===== config.mk =====
export PLATFORM = sky130hd
export DESIGN_NAME = display_scan_ctrl
export DESIGN_NICKNAME = d
export VERILOG_FILES = /design/src/rtl/display_scan_ctrl.sv
export SDC_FILE = /design/constraint.sdc
export NUM_CORES = 1
export LEC_CHECK = 0
export BUFFER_PORTS_ARGS = -buffer_cell sky130_fd_sc_hd__buf_2
export CAP_MARGIN = 25
export CORE_MARGIN = 3
export CORE_UTILIZATION = 53
export DETAILED_ROUTE_END_ITERATION = 16
export PLACE_DENSITY = 0.76
export SLEW_MARGIN = 10
export SYNTH_ARGS = -nofsm -noshare
export SYNTH_HDL_FRONTEND = slang
export SYNTH_SLANG_ARGS = --single-unit
export TNS_END_PERCENT = 50

===== constraint.sdc =====
create_clock -name clk -period 2.1 [get_ports clk]
set_input_delay 0.21 -clock clk [delete_from_list [all_inputs] [get_ports clk]]
set_output_delay 0.21 -clock clk [all_outputs]
set_load 0.005 [all_outputs]

===== src/rtl/display_scan_ctrl.sv =====
// Four-digit seven-segment scan controller: rotates the anodes, snapshots BCD digits
// once per frame so the display never tears, and blanks the adjust field while blinking.
module display_scan_ctrl #(
  parameter int SCAN_DIV   = 100000,
  parameter int BLINK_DIV  = 25000000,
  parameter bit ACTIVE_LOW = 1'b1
) (
  input  logic       clk,
  input  logic       rst,
  input  logic [3:0] min_tens,
  input  logic [3:0] min_ones,
  input  logic [3:0] sec_tens,
  input  logic [3:0] sec_ones,
  input  logic       blink_enable,
  input  logic       sel_minutes,
  input  logic       sel_seconds,
  output logic [3:0] an,
  output logic [3:0] digit,
  output logic       dp,
  output logic       blank,
  output logic       frame_start
);

  localparam int SW = (SCAN_DIV > 1) ? $clog2(SCAN_DIV) : 1;
  localparam int BW = (BLINK_DIV > 1) ? $clog2(BLINK_DIV) : 1;
  localparam logic [3:0] AN_OFF = ACTIVE_LOW ? 4'b1111 : 4'b0000;

  logic [SW-1:0]     scan_cnt, scan_cnt_nx;
  logic [1:0]        idx, idx_nx;
  logic [3:0][3:0]   shadow, shadow_nx;
  logic              load_pend, load_pend_nx;
  logic [BW-1:0]     blink_cnt, blink_cnt_nx;
  logic              blink_phase, blink_phase_nx;

  logic              scan_wrap;
  logic              frame_wrap;
  logic [3:0]        an_nx, an_on, onehot;
  logic [3:0]        digit_nx;
  logic              dp_nx, blank_nx, frame_start_nx, field_sel;

  always_ff @(posedge clk) begin
    if (rst) begin
      scan_cnt    <= '0;
      idx         <= 2'd0;
      shadow      <= '0;
      load_pend   <= 1'b1;
      blink_cnt   <= '0;
      blink_phase <= 1'b0;
    end else begin
      scan_cnt    <= scan_cnt_nx;
      idx         <= idx_nx;
      shadow      <= shadow_nx;
      load_pend   <= load_pend_nx;
      blink_cnt   <= blink_cnt_nx;
      blink_phase <= blink_phase_nx;
    end
  end

  always_comb begin
    scan_wrap   = (scan_cnt == SW'(SCAN_DIV - 1));
    frame_wrap  = scan_wrap && (idx == 2'd3);
    scan_cnt_nx = scan_wrap ? '0 : scan_cnt + SW'(1);
    idx_nx      = scan_wrap ? idx + 2'd1 : idx;
    // shadow is indexed by idx: [0]=sec_ones ... [3]=min_tens
    shadow_nx   = (frame_wrap || load_pend) ?
                  {min_tens, min_ones, sec_tens, sec_ones} : shadow;
    load_pend_nx = 1'b0;

    blink_cnt_nx   = '0;
    blink_phase_nx = 1'b0;
    if (blink_enable) begin
      if (blink_cnt == BW'(BLINK_DIV - 1)) begin
        blink_cnt_nx   = '0;
        blink_phase_nx = ~blink_phase;
      end else begin
        blink_cnt_nx   = blink_cnt + BW'(1);
        blink_phase_nx = blink_phase;
      end
    end
  end

  always_comb begin
    field_sel      = idx[1] ? sel_minutes : sel_seconds;
    blank_nx       = blink_enable & blink_phase & field_sel;
    onehot         = 4'b0001 << idx;
    an_on          = blank_nx ? 4'b0000 : onehot;
    an_nx          = ACTIVE_LOW ? ~an_on : an_on;
    dp_nx          = ((idx == 2'd2) && !blank_nx) ^ ACTIVE_LOW;
    digit_nx       = shadow[idx];
    // scan_cnt==0 at idx 0 also occurs right after reset; load_pend masks that frame
    frame_start_nx = (scan_cnt == '0) && (idx == 2'd0) && !load_pend;
  end

  always_ff @(posedge clk) begin
    if (rst) begin
      an          <= AN_OFF;
      digit       <= 4'd0;
      dp          <= ACTIVE_LOW;
      blank       <= 1'b1;
      frame_start <= 1'b0;
    end else begin
      an          <= an_nx;
      digit       <= digit_nx;
      dp          <= dp_nx;
      blank       <= blank_nx;
      frame_start <= frame_start_nx;
    end
  end

endmodule


**After elaboration in Yosys (flattened, before gate mapping)**

Index checks and enable logic that the tools add are counted.
Widths: inputs -> output; s select.

- Add/sub/neg operators: 3
- $mul: 0
- Divide/modulo/power cells: 0
- $lt $le $gt $ge: 1
- Equality and inequality tests: 4
- Shifts and indexed selects: 1
- Mux-type cells: 5
- Bitwise logic cells: 6
- Reduce and logical (&&, ||, !) cells: 12

Operators with widths:

| operator | number |
|---|---|
| $add 25x1->25 const B | 1 |
| $eq 25x25->1 const B | 1 |
| $add 17x1->17 const B | 1 |
| $eq 17x17->1 const B | 1 |
| $logic_not 17->1 | 1 |
| $bmux 4 s2 | 1 |
| $mux 4 | 2 |
| $eq 2x2->1 const B | 2 |
| $logic_and 1x1->1 | 4 |
| $not 4->4 | 1 |
| $reduce_or 2->1 | 2 |
| $shl 1x2->4 const A | 1 |
| $lt 2x3->1 const B | 1 |
| $not 1->1 | 3 |
| $reduce_or 3->1 | 1 |
| $add 2x1->2 const B | 1 |
| $and 1x1->1 | 2 |
| $logic_not 1->1 | 2 |
| $logic_not 2->1 | 1 |
| $mux 1 | 2 |
| $logic_or 1x1->1 | 1 |

- Register bits: 73
- Bits in latches: 0
- RAM bits: 0
- Bits in read-only memories: 0
- Bits of input ports: 21
- Output and inout bits: 11
- Word-level logic and storage cells: 46
- Memories kept: 0

**Longest topological paths before layout**

- Word-level depth: 5
- Gate-level depth with buffers: 8
- Gate-level depth less buffers: 5

**Worst setup path after synthesis**

OpenSTA, ideal clock, no wires.

- Path kind: reg-to-reg
- Start point: register blink_cnt[0]
- End point: register blink_cnt[24]
- Library setup time: 0.070 ns
- Arrival: 1.997 ns
- Data required time: 2.030 ns
- Slack: 0.033 ns
- Stages on the path, launching flop included: 7
- Buffers on the path: 1
- Clock period less this slack: 2.067 ns
- Path through: dfxtp_1 ha_1 nand4_2 or4b_1 buf_2 or4_1 a21oi_1

- Cells in the longest elaborated chain, start to end: 2
- Elaborated cells between the ends (all ways): 3
- Classes of those cells: 1 x add/sub; 1 x eq/ne; 1 x reduce/logical

RTL lines:

| element | line | text |
|---|---|---|
| from (decl) | 32 | `logic [BW-1:0] blink_cnt, blink_cnt_nx;` |
| from (signal assigned) | 54 | `blink_cnt <= blink_cnt_nx;` |
| parallel branches: the longest is 2 deep, another holds $add 25x1->25 | n/a |  |

Several ways; the timed one is not identified.
A chain may end at the register's enable or synchronous reset.

**Worst setup path in the final report**

- Start point: register blink_cnt[1]
- End point: register blink_cnt[22]

The elaborated chain is that of the path after synthesis.

==> metrics.yaml <==
finClkSkew_ps: 11.6
cts-htree-levels: 3
clk_latency_ps: 350
finalSetupViolations: 0
fin_setup_tns_ps: 0
yosysWarnings: 0
grt_pass1_wl_um: 10500
reg2reg_to: "blink_cnt[22]$_SDFF_PP0_"
drcViolationCount: 0
whs_ps: 106
hold_start: "min_ones[2]"
leakage_nw: 1.39
vias: 2550
min_period_ps: 2000
fmax_ghz: 0.501
cts_tree: "yes"
layout_commonest_cell: "dfxtp_1"
grt_pass1_vias: 2481
fin_crit_sh: 0.950
layout.nets: 410
area_growth_pct: 14.8
path_class: "register to register"
place_hpwl_um: 4280
slowest_stage: "or4b_1"
worstSetupStartpointType: "register"
diodes: 0
synth.distinct_cells: 42
cts_buffer_depth: 2
ys_seq_area_frac: 0.444
std_cell_rows: 27
cp_top_family: "simple AND/OR/NAND/NOR gates"
synth_area_per_cell_sq_um: 9.41
worstPathArrival_ps: 2280
numCtsBuffers: 9
crit_fanout: 8
rr_startpoint: "blink_cnt[1]$_SDFF_PP0_"
cts_root_buffer: "clkbuf_8"
yosys.area.top_type: "dfxtp_1"
clock_sinks: 72
dieArea_sq_um: 7100
synth_top_area_share: 0.444
clk_pin_slew_worst_paths_ps: 80
mostFrequentLayoutCells: "dfxtp_1 (71), nand2b_1 (32), buf_2 (31)"
drive_above_1_share: 0.178
drtPass1Iterations: 4
dpl_cell_area_sq_um: 3510
min_delay_worst_endpoint: "shadow[10]$_SDFFE_PP0P_"
ioPinCount: 32
status: "complete, no violations"
grt_max_degree: 26
ys_ff_latch: 72
synth_flop_cell: "dfxtp_1"
drv_slew: 0
timing.slew.headroom: 0.677
pwr_density_cell_nw_per_um2: 737
antenna_found_initial: 0
synth_edf_count: 0
synthTopCellsByArea: "dfxtp_1 (44%), nand2b_1 (6.2%), mux2i_1 (4.9%), xnor2_1 (3.5%), nor2_1 (3.4%)"
overflow: 0
portBuffers: 31
cp-end-kind: "register"
core_area_sq_um: 5710
r2r_cells: 6
dr.first_iter.drc_count: 72
die_y_um: 84.3
place_congestion: 0.846
required_ps: 2380
final_antenna_net_count: 0
whs_path_depth: 3
path_buf_inv: 1
finalHoldViolations: 0
peakVddDrop_mv: 0.557
r2r_slack_ps: 100
worst_pin_slew_ps: 481
synth_fp_nets: 373
totalWireLength_um: 5990
initial_core_util: 0.569
n_fill_cell: 457
grt_use_total: 0.179
p_total_mw: 2.75
die_width_um: 84.3
syn_inst: 345
avgRoutedWirePerCell_um: 13.1
post_drt_via_cell_ratio: 5.56
stdcell_area_sq_um: 3730
maxCapViolCount: 0
async_flop_share: 0
synth_area_sq_um: 3250
crit_path_max_incr_delay_ps: 560
crit_chain: "ha_1 > nand4_2 > or4b_1 > buf_4 > or3_1 > a21oi_1"
holdCritPathClass: "input pin to register"
rsz0062_at_grt: "false"
[worst max path at each step]
stage | start | endpoint | slack [ps] | cells after the start
finish | blink_cnt[1]$_SDFF_PP0_ | blink_cnt[22]$_SDFF_PP0_ | 100 | 6
global route | blink_cnt[1]$_SDFF_PP0_ | blink_cnt[22]$_SDFF_PP0_ | 20 | 6
CTS | blink_cnt[0]$_SDFF_PP0_ | blink_cnt[22]$_SDFF_PP0_ | 90 | 6
detailed placement | blink_cnt[0]$_SDFF_PP0_ | blink_cnt[22]$_SDFF_PP0_ | 100 | 6
global placement | blink_cnt[0]$_SDFF_PP0_ | blink_cnt[24]$_SDFF_PP0_ | 160 | 5
floorplan | blink_cnt[0]$_SDFF_PP0_ | blink_cnt[24]$_SDFF_PP0_ | 30 | 6
[final cells by class]
type                            count  area [sq um]  area share
Multi-Input combinational cell    245          1690       0.454
Sequential cell                    72          1440       0.387
Timing Repair Buffer               42           238      0.0638
Clock buffer                       11           141      0.0379
Tap cell                           72          90.1      0.0242
Clock inverter                      5          80.1      0.0215
Inverter                           12          45.0      0.0121
[registers in the layout (all words and copies together) (netlist names)]
name,count
load_pend,1
frame_start,1
blink_phase,1
blink_cnt,25
an,4
digit,4
shadow,16
blank,1
scan_cnt,17
idx,2
[metal layers]
layer,GRT usage,vias to the layer above,share of wire
met3,0.0628,8,0.052
li1,-,1284,-
met1,0.207,1206,0.46
met2,0.308,52,0.48
met5,0,-,0
met4,0.0614,0,0.012
[through the flow]
step / utilization / instances / worst slack [ps]
CTS: 0.653 / 459 / 86.2
detailed placement: 0.614 / 443 / 98.6
global route: 0.653 / 459 / 19.0
global placement: 0.614 / 443 / 162
finish: 0.653 / 459 / 104
floorplan: - / 345 / 32.5
[where the power goes]
part / switching [mW] / leakage, nW / internal (mW) / total, mW
registers: 0.0191 / 0.586 / 1.40 / 1.42
logic: 0.0652 / 0.700 / 0.0725 / 0.138
clock network: 0.492 / 0.106 / 0.699 / 1.19
[cell usage after synthesis, drive strengths merged (2+ instances only)]
master   n
o21ai   11
mux2i   16
mux4     4
dfxtp   72
and2     2
a21oi   15
nor3     6
ha       7
nand3   14
or4      8
nor2b    5
inv     12
and4     5
buf      5
xnor2   13
clkbuf  11
o31ai    6
nand2   16
nand2b  32
nand4   14
xor2    11
nor4     6
a31oi    2
or3     10
nor4b    2
nor2    29
and3     3
[tightest hold or removal path, cell delays in order]
cell and delay (ps):
buf_2 90, nand2b_1 50, mux2i_1 50
[cells by family after synthesis]
group / after synthesis / synth area share
compound gates: 38 / 0.0698
xor+xnor: 24 / 0.0647
mux: 21 / 0.0805
simple gates: 155 / 0.279
flops: 72 / 0.444
fa+ha+maj: 7 / 0.0270
buf+inv: 28 / 0.0351
[what timing repair did]
item | in CTS | in global routing
buffers inserted | 0 | 0
hold buffers | 0 | 0
setup endpoints to repair | 0 | 1
endpoints found under the hold margin | 0 | 0
resized for setup | 0 | 1
Power figures use the tool's default switching activity.
